File: config.mk
export PLATFORM = sky130hd
export DESIGN_NAME = lcd_cmd_scheduler
export DESIGN_NICKNAME = d
export VERILOG_FILES = /design/src/rtl/lcd_cmd_scheduler.sv
export SDC_FILE = /design/constraint.sdc
export NUM_CORES = 1
export LEC_CHECK = 0
export ABC_AREA = 1
export BUFFER_PORTS_ARGS = -buffer_cell sky130_fd_sc_hd__clkbuf_2
export CORE_MARGIN = 8
export CORE_UTILIZATION = 30
export DETAILED_ROUTE_END_ITERATION = 8
export GPL_TIMING_DRIVEN = 0
export REMOVE_ABC_BUFFERS = 1
export SLEW_MARGIN = 10
export SYNTH_ARGS = -nofsm -noshare
export SYNTH_HDL_FRONTEND = slang
export SYNTH_SLANG_ARGS = --single-unit
File: constraint.sdc
create_clock -name CLK50MHz -period 3.6 [get_ports CLK50MHz]
set_input_delay 0.72 -clock CLK50MHz [delete_from_list [all_inputs] [get_ports CLK50MHz]]
set_output_delay 0.72 -clock CLK50MHz [all_outputs]
set_load 0.01 [all_outputs]
File: src/rtl/lcd_cmd_scheduler.sv
// Key-to-LCD command sequencer: queues ASCII keys, tracks the 2x16 cursor and
// expands each key into HD44780 transfers after running the power-up init.
module lcd_cmd_scheduler #(
   parameter int FIFO_DEPTH = 4,
   parameter int COLS       = 16
) (
   input  logic       CLK50MHz,
   input  logic       reset,
   input  logic       key_valid,
   input  logic [7:0] key_code,
   input  logic       lcd_busy,
   output logic       lcd_start,
   output logic       lcd_rs,
   output logic [7:0] lcd_cmd,
   output logic       cursor_row,
   output logic [3:0] cursor_col,
   output logic       fifo_full,
   output logic       overflow,
   output logic       idle
);

   // state      | meaning
   // S_INIT     | load the power-up init sequence
   // S_IDLE     | wait for a queued key
   // S_DISPATCH | pop a key and build its transfer list
   // S_ISSUE    | pulse lcd_start once the driver is free
   // S_WAIT_HI  | wait for the driver to raise busy
   // S_WAIT_LO  | wait for busy to fall, then next transfer or done
   typedef enum logic [2:0] {
      S_INIT, S_IDLE, S_DISPATCH, S_ISSUE, S_WAIT_HI, S_WAIT_LO
   } state_t;

   localparam int AW = $clog2(FIFO_DEPTH);

   state_t           state_q, state_d;
   logic [7:0]       mem_q [FIFO_DEPTH];
   logic [7:0]       mem_d [FIFO_DEPTH];
   logic [AW:0]      wr_ptr_q, wr_ptr_d, rd_ptr_q, rd_ptr_d;
   logic             overflow_q, overflow_d;
   logic [7:0]       seq_cmd_q [4];
   logic [7:0]       seq_cmd_d [4];
   logic [3:0]       seq_rs_q, seq_rs_d;
   logic [1:0]       seq_last_q, seq_last_d, idx_q, idx_d;
   logic             tgt_row_q, tgt_row_d, row_q, row_d;
   logic [3:0]       tgt_col_q, tgt_col_d, col_q, col_d;
   logic [7:0]       cmd_q, cmd_d;
   logic             rs_q, rs_d;

   logic             empty, full, push, pop;
   logic [7:0]       head;
   logic             bs_row;
   logic [3:0]       bs_col;

   function automatic logic [7:0] set_addr(input logic r, input logic [3:0] c);
      return {1'b1, r, 2'b00, c};
   endfunction

   assign empty = (wr_ptr_q == rd_ptr_q);
   assign full  = (wr_ptr_q[AW] != rd_ptr_q[AW]) &&
                  (wr_ptr_q[AW-1:0] == rd_ptr_q[AW-1:0]);
   assign head  = mem_q[rd_ptr_q[AW-1:0]];

   // Backspace target: col 0 of row 1 steps back to the end of row 0.
   assign bs_row = (col_q == 4'd0) ? 1'b0 : row_q;
   assign bs_col = (col_q == 4'd0) ? 4'(COLS - 1) : col_q - 4'd1;

   always_comb begin
      state_d    = state_q;
      mem_d      = mem_q;
      wr_ptr_d   = wr_ptr_q;
      rd_ptr_d   = rd_ptr_q;
      overflow_d = overflow_q;
      seq_cmd_d  = seq_cmd_q;
      seq_rs_d   = seq_rs_q;
      seq_last_d = seq_last_q;
      idx_d      = idx_q;
      tgt_row_d  = tgt_row_q;
      tgt_col_d  = tgt_col_q;
      row_d      = row_q;
      col_d      = col_q;
      cmd_d      = cmd_q;
      rs_d       = rs_q;
      lcd_start  = 1'b0;
      pop        = 1'b0;

      case (state_q)
         S_INIT: begin
            seq_cmd_d  = '{8'h38, 8'h0C, 8'h06, 8'h01};
            seq_rs_d   = 4'b0000;
            seq_last_d = 2'd3;
            idx_d      = 2'd0;
            tgt_row_d  = 1'b0;
            tgt_col_d  = 4'd0;
            state_d    = S_ISSUE;
         end
         S_IDLE: begin
            if (!empty) state_d = S_DISPATCH;
         end
         S_DISPATCH: begin
            pop     = 1'b1;
            idx_d   = 2'd0;
            state_d = S_IDLE;
            if (head >= 8'h20 && head <= 8'h7E) begin
               seq_cmd_d[0] = head;
               seq_rs_d[0]  = 1'b1;
               state_d      = S_ISSUE;
               if (col_q == 4'(COLS - 1)) begin
                  tgt_row_d    = ~row_q;
                  tgt_col_d    = 4'd0;
                  seq_cmd_d[1] = set_addr(~row_q, 4'd0);
                  seq_rs_d[1]  = 1'b0;
                  seq_last_d   = 2'd1;
               end else begin
                  tgt_row_d  = row_q;
                  tgt_col_d  = col_q + 4'd1;
                  seq_last_d = 2'd0;
               end
            end else if (head == 8'h0D) begin
               tgt_row_d    = ~row_q;
               tgt_col_d    = 4'd0;
               seq_cmd_d[0] = set_addr(~row_q, 4'd0);
               seq_rs_d[0]  = 1'b0;
               seq_last_d   = 2'd0;
               state_d      = S_ISSUE;
            end else if (head == 8'h08) begin
               if (row_q || col_q != 4'd0) begin
                  tgt_row_d    = bs_row;
                  tgt_col_d    = bs_col;
                  seq_cmd_d[0] = set_addr(bs_row, bs_col);
                  seq_cmd_d[1] = 8'h20;
                  seq_cmd_d[2] = set_addr(bs_row, bs_col);
                  seq_rs_d     = 4'b0010;
                  seq_last_d   = 2'd2;
                  state_d      = S_ISSUE;
               end
            end else if (head == 8'h1B) begin
               tgt_row_d    = 1'b0;
               tgt_col_d    = 4'd0;
               seq_cmd_d[0] = 8'h01;
               seq_rs_d[0]  = 1'b0;
               seq_last_d   = 2'd0;
               state_d      = S_ISSUE;
            end
         end
         S_ISSUE: begin
            if (!lcd_busy) begin
               lcd_start = 1'b1;
               state_d   = S_WAIT_HI;
               if (idx_q == seq_last_q) begin
                  row_d = tgt_row_q;
                  col_d = tgt_col_q;
               end
            end
         end
         S_WAIT_HI: begin
            if (lcd_busy) state_d = S_WAIT_LO;
         end
         S_WAIT_LO: begin
            if (!lcd_busy) begin
               if (idx_q == seq_last_q) begin
                  state_d = S_IDLE;
               end else begin
                  idx_d   = idx_q + 2'd1;
                  state_d = S_ISSUE;
               end
            end
         end
         default: state_d = S_INIT;
      endcase

      // The byte is latched on entry to ISSUE so it is already valid with the start pulse.
      if (state_d == S_ISSUE && state_q != S_ISSUE) begin
         cmd_d = seq_cmd_d[idx_d];
         rs_d  = seq_rs_d[idx_d];
      end

      push = key_valid && (!full || pop);
      if (key_valid && full && !pop) overflow_d = 1'b1;
      if (push) begin
         mem_d[wr_ptr_q[AW-1:0]] = key_code;
         wr_ptr_d = wr_ptr_q + 1'b1;
      end
      if (pop) rd_ptr_d = rd_ptr_q + 1'b1;
   end

   always_ff @(posedge CLK50MHz or posedge reset) begin
      if (reset) begin
         state_q    <= S_INIT;
         mem_q      <= '{default: '0};
         wr_ptr_q   <= '0;
         rd_ptr_q   <= '0;
         overflow_q <= 1'b0;
         seq_cmd_q  <= '{default: '0};
         seq_rs_q   <= '0;
         seq_last_q <= '0;
         idx_q      <= '0;
         tgt_row_q  <= 1'b0;
         tgt_col_q  <= '0;
         row_q      <= 1'b0;
         col_q      <= '0;
         cmd_q      <= '0;
         rs_q       <= 1'b0;
      end else begin
         state_q    <= state_d;
         mem_q      <= mem_d;
         wr_ptr_q   <= wr_ptr_d;
         rd_ptr_q   <= rd_ptr_d;
         overflow_q <= overflow_d;
         seq_cmd_q  <= seq_cmd_d;
         seq_rs_q   <= seq_rs_d;
         seq_last_q <= seq_last_d;
         idx_q      <= idx_d;
         tgt_row_q  <= tgt_row_d;
         tgt_col_q  <= tgt_col_d;
         row_q      <= row_d;
         col_q      <= col_d;
         cmd_q      <= cmd_d;
         rs_q       <= rs_d;
      end
   end

   assign lcd_cmd    = cmd_q;
   assign lcd_rs     = rs_q;
   assign cursor_row = row_q;
   assign cursor_col = col_q;
   assign fifo_full  = full;
   assign overflow   = overflow_q;
   assign idle       = (state_q == S_IDLE) && empty && !lcd_busy;

endmodule

* After elaboration in Yosys (flattened, before gate mapping)
Index checks and enable logic that the tools add are counted.
Word-level totals: register bits 101, bits of input ports 12, output and inout port bits 18, word-level logic and storage cells 148
Operators by class: add/subtract/negate cells 5, magnitude comparators 7, equal/unequal tests 17, multiplexer cells 72, bitwise gates (word level) 5, reductions and logical operators 21
Operator list (number):
- 8-bit 2-to-1 mux | 11
- 16-bit 2-to-1 mux | 3
- 24-bit case mux with 2 select lines | 1
- 8-bit binary-select mux with 2-bit select | 2
- 32-bit bitwise mux | 1
- 4-bit 2-to-1 mux | 8
- 2-bit 2-to-1 mux | 15
- 24-bit 2-to-1 mux | 1
- 3-bit 2-to-1 mux | 6
- 3-bit case mux with 6 select lines | 1
- 8-bit demux with 2-bit select | 1
- 8-bit by 4-bit == test with 1-bit output (second input constant) | 2
- 1-bit 2-to-1 mux | 16
- 4-bit case mux with 2 select lines | 2
- 5-bit inequality test (second input constant) | 2
- 3-bit by 2-bit == test with 1-bit output (second input constant) | 3
- 3-bit greater-or-equal comparator (second input constant) | 3
- 1-bit logical AND | 9
- 2-bit NOT with 3-bit output | 3
- 8-bit by 5-bit == test with 1-bit output (second input constant) | 1
- 8-bit by 6-bit greater-or-equal comparator with 1-bit output (second input constant) | 1
- 8-bit by 7-bit less-or-equal comparator with 1-bit output (second input constant) | 1
- 2-bit case mux with 2 select lines | 2
- 3-bit by 1-bit adder with 3-bit output (second input constant) | 2
- 23 further kinds | 30

* Logic depth before layout (Yosys ltp)
depth in word-level cells 13, mapped depth 20, mapped depth without buffers 18

* Worst setup path before layout
Ideal clock, no wire load.
path type reg2reg, start register rd_ptr_q[0], end register cmd_q[2], in the netlist lcd_cmd[2], arrival 1880 ps, setup slack 1601 ps, cell stages (with the launch flop) 19, path buffers 2, period minus slack after synthesis 1999 ps, path through dfrtp_1 buf_6 inv_4 buf_6 nand2_2 nand2_1 nand2_1 nand2_1 nand2_1 nor2_1 nand2_2 nand3_4 nand4_4 nand2_4 nand2_4 nand2_4 inv_4 nor2_1 a21oi_2
On the way: elaborated cells on any way between the ends 30, classes of those cells 2 x order compare; 5 x eq/ne; 20 x mux; 1 x bitwise; 2 x reduce/logical
RTL lines:
- start: declaration | RTL line 38 | logic [AW:0] wr_ptr_q, wr_ptr_d, rd_ptr_q, rd_ptr_d;
- start signal: assignment | RTL line 207 | rd_ptr_q <= rd_ptr_d;
- 2-bit NOT with 3-bit output (implied by the code) | RTL line 61 | assign head = mem_q[rd_ptr_q[AW-1:0]];
- 8-bit binary-select mux with 2-bit select | RTL line 61
- 8-bit 2-to-1 mux (implied by the code) (2 in series) | RTL line 61
- 8-bit by 5-bit == test with 1-bit output | RTL line 136 | end else if (head == 8'h1B) begin
- 2-bit 2-to-1 mux | RTL line 136
- 2-bit 2-to-1 mux | RTL line 125 | end else if (head == 8'h08) begin
- 2-bit 2-to-1 mux | RTL line 118 | end else if (head == 8'h0D) begin
- 2-bit 2-to-1 mux | RTL line 103 | if (head >= 8'h20 && head <= 8'h7E) begin
- 3-bit case mux with 6 select lines * | RTL line 86 | case (state_q)
- named net state_d[1] | RTL line 35 | state_t state_q, state_d;
- 3-bit by 2-bit == test with 1-bit output * | RTL line 172 | if (state_d == S_ISSUE && state_q != S_ISSUE) begin
- 1-bit logical AND * | RTL line 172
- end signal: assignment | RTL line 217 | cmd_q <= cmd_d;
- end: declaration | RTL line 46 | logic [7:0] cmd_q, cmd_d;
Mark *: on every way through the listed nets, which the timed path passes. The rest lies on a longest branch. The select of a mux whose other input is x is not followed. A chain may end at the register's enable or synchronous reset.

==> impl.org <==
** Run status
- The flow ran to the end, and the final reports show no timing, DRC or antenna violations.

** Synthesis
- The mapped netlist covers 0.00556 mm².
- By area the synthesized netlist is led by sky130_fd_sc_hd__dfrtp_1 45%, sky130_fd_sc_hd__nand2_1 16%, sky130_fd_sc_hd__o21ai_0 5.7%.
- Post-synthesis cell type with the largest combined area :: sky130_fd_sc_hd__dfrtp_1
- The most common cell in the synthesized netlist is sky130_fd_sc_hd__nand2_1.
- After synthesis, the share of flip-flops with an asynchronous set or reset is 100%.
- In the synthesized netlist the dominant register cell turns out to be sky130_fd_sc_hd__dfrtp_1.
- Synth unique cells :: 41
- In this run, synthesis inferred 0 flip-flops with an integrated enable.
- Counting every instance in the synthesized netlist gives 737.
- After synthesis, the most frequently instantiated cells are 244 x sky130_fd_sc_hd__nand2_1, 101 x sky130_fd_sc_hd__dfrtp_1, 84 x sky130_fd_sc_hd__inv_1, 63 x sky130_fd_sc_hd__o21ai_0, 57 x sky130_fd_sc_hd__nand3_1.
- Number of synthesis warnings :: 0
- After synthesis, flip-flops and latches occupy 45.4% of the total area.
- After synthesis, the largest area contributor takes up 45.4% of total cell area.
- The synthesized design contains 101 register bits.
- Averaged over all synthesized cells, the footprint is 7.55 µm².

** Place
- Port buffering added 29 buffers.
- Instance area after placement :: 0.00590 mm²
- DPL Wire Length :: 9590 µm
- Gpl congestion :: 0.811

** CTS
- The number of hold buffers added after CTS was 0.
- The number of clock buffers added by TritonCTS is 9.
- CTS sink count :: 101
- Clock-pin slew on the worst setup and hold paths :: 0.07 ns
- In this run the post-CTS setup repair buffer count came out at 0.
- TritonCTS built the clock tree.
- CTS built an H-tree with a depth of 3.
- The root buffer cell chosen for the clock tree is sky130_fd_sc_hd__clkbuf_16.
- Post-cts sizing count :: 0
- The clock passes through at most 2 buffers.
- At the later pin of the worst-skew pair, clock insertion delay measures 0.36 ns.

** Drt
- Before antenna repair, the detailed router went through 5 iterations.
- Dividing the detail-routed wire length by the instance count gives 13.7 µm.
- Post-route antenna net violation count :: 0
- Total via count in the routed design :: 4652
- Total length of routed wires :: 13600 µm
- DRC marker count from the first detailed-route iteration :: 294
- In the routed layout, each cell is associated on average with a via count of 4.68.
- In the routed design, unresolved DRC markers number 0.

** Job
- Across the run, the number of max-cap violations was 0.

** Worst setup path
- Worst setup path class :: reg -> reg
- STA classifies the critical path startpoint as a flip-flop.
- CP Data Arrival Time :: 3.20 ns
- Worst-path maximum fanout :: 20
- At the worst endpoint, the required time is 3.85 ns.
- The worst setup path is captured at a flip-flop.

** Finish
- After the last flow step, the layout net total stands at 776.
- From synthesis to final layout, the design area changed by 11.9%.
- After routing the design area is 0.00623 mm².
- Post-route core utilization :: 33.7%
- Share of cells above drive strength 1 :: 12.4%
- Total inserted antenna cells :: 0

** Power and ir drop
- Sequential group share of total power :: 31.7%
- Power per cell area :: 913 mW/mm²
- Switching share of total power :: 46.8%
- Across the VDD grid, the largest voltage drop is 0.263 mV.
- The design draws 5.69 mW.
- Combinational logic is responsible for 49.5% of the overall power.
- Clock network power share :: 18.8%
- The internal power of the cells totals 3.03 mW.
- For this design the static power due to leakage is 3.21 nW.
- Reported net switching power :: 2.66 mW

** GRT
- Global-route usage over all layers :: 12.3%
- Summed over all layers, the global routing overflow is 0.
- The number of global-route vias before repair was 4630.
- Wire length of the first global-routing pass :: 23500 µm
- The number of antenna violations at the first check in global routing was 0.
- Entering global routing, the biggest net connects 88 pins.

** Timing
- Worst-Margin Slew :: 0.843 ns
- Worst slew margin relative to its limit :: 43.6%
- Setup violations remaining at the end of the flow were counted as 0.
- Final Hold Vio Count :: 0
- Max Clk Rate :: 0.339 GHz
- The final number of max-transition violations was 0.
- RSZ-0062 raised after global routing :: no
- Between clock sinks in the finished design, the worst skew comes to 0.0129 ns.
- Final worst-path cycle share :: 82.0%
- For the finished layout, the period the worst path requires is 2.95 ns.

** Floorplanning
- The die is 152 µm tall.
- During I/O placement, the number of pins put on the boundary was 30.
- Die boundary width :: 152 µm
- Die area :: 0.0232 mm²
- Placement Rows :: 50
- The core region is 0.0185 mm².
- Effective utilization at floorplan :: 30.1%

** Hold path
- Hold Path Class :: in -> async
layer usage:
layer / share of wire [%] / vias up / global-route usage (%)
li1: - / 2390 / -
met2: 45 / 52 / 19.6
met5: 0 / - / 0
met3: 2.7 / 15 / 1.90
met4: 2.0 / 0 / 5.38
met1: 50 / 2195 / 16.3
cells by family (layout without fill, tap and decap cells):
| group | Yosys count | in the layout | share of synthesized area (%) |
|---|---|---|---|
| simple gates | 396 | 396 | 31.8 |
| compound gates | 108 | 108 | 10.7 |
| xor+xnor | 8 | 8 | 1.26 |
| fa+ha+maj | 8 | 8 | 1.80 |
| buf+inv | 116 | 140 | 8.99 |
| flops | 101 | 101 | 45.4 |
cell type report:
type	instances	area [µm²]
timing repair buffer	32	188
multi-input combinational	520	2540
fill	1922	12200
sequential	101	2530
clock buffer	10	229
tap	234	293
inverter	92	355
clock inverter	6	93.8
power by group through the flow:
stage / clock network, mW / logic [mW] / registers, mW
5_1_grt: 1.13 / 3.24 / 1.85
4_1_cts: 1.10 / 2.85 / 1.80
3_5_place_dp: 0 / 2.84 / 1.82
2_1_floorplan: 0 / 2.09 / 1.77
6_report: 1.07 / 2.81 / 1.80
3_3_place_gp: 0 / 2.79 / 1.82
path summary, 6_finish.rpt:
path | from | to | slack [ns] | cells after the start
setup / recovery | rd_ptr_q[0] | lcd_cmd[0] | 0.65 | 15
hold / removal | reset | mem_q[11] | 0.26 | 2
setup reg to reg | rd_ptr_q[0] | lcd_cmd[0] | 0.65 | 15
hold reg to reg | seq_cmd_q[0] | seq_cmd_q[0] | 0.46 | 1
max in group asynchronous | reset | lcd_rs | 2.65 | 3
min in group CLK50MHz | seq_cmd_q[0] | seq_cmd_q[0] | 0.46 | 1
per-stage QoR:
step / hold WS, ns / setup WS [ns] / TNS, ns / cells
floorplan: 0.426 / 0.233 / 0 / 713
global placement: 0.436 / -1.65 / -196.74 / 976
detailed placement: 0.440 / 0.164 / 0 / 979
CTS: 0.258 / 0.392 / 0 / 995
global route: 0.270 / 0.325 / 0 / 995
finish: 0.265 / 0.648 / 0 / 995
placed cells by master, fill, tap and decap left out, types with 9 or more instances in the layout:
cell,instances
sky130_fd_sc_hd__a21oi_1,19
sky130_fd_sc_hd__clkbuf_16,9
sky130_fd_sc_hd__clkbuf_2,29
sky130_fd_sc_hd__dfrtp_1,101
sky130_fd_sc_hd__inv_1,83
sky130_fd_sc_hd__nand2_1,244
sky130_fd_sc_hd__nand2_2,18
sky130_fd_sc_hd__nand3_1,57
sky130_fd_sc_hd__nand4_1,13
sky130_fd_sc_hd__nor2_1,43
sky130_fd_sc_hd__o21ai_0,62
sequential cells by signal, indices dropped and copies added, names as in the netlist, 2 cells and up:
name	count
mem_q	32
seq_cmd_q	32
lcd_cmd	8
cursor_col	4
seq_rs_q	4
tgt_col_q	4
rd_ptr_q	3
state_q	3
wr_ptr_q	3
idx_q	2
seq_last_q	2
critical path, cell delays in order, from the launching register on:
cell and delay (ns):
sky130_fd_sc_hd__dfrtp_1 0.85, sky130_fd_sc_hd__inv_4 0.24, sky130_fd_sc_hd__nand2_1 0.12, sky130_fd_sc_hd__nand3_1 0.08, sky130_fd_sc_hd__nand2_2 0.21, sky130_fd_sc_hd__nand2_4 0.11
sky130_fd_sc_hd__nor2_8 0.18, sky130_fd_sc_hd__nand2_2 0.16, sky130_fd_sc_hd__inv_1 0.22, sky130_fd_sc_hd__nand2_1 0.14, sky130_fd_sc_hd__nand3_1 0.10, sky130_fd_sc_hd__nand2_1 0.07
sky130_fd_sc_hd__nand2_1 0.07, sky130_fd_sc_hd__nand2_1 0.07, sky130_fd_sc_hd__a21oi_1 0.13, sky130_fd_sc_hd__a21oi_1 0.09
No activity file was read; power rests on OpenSTA's default activity.
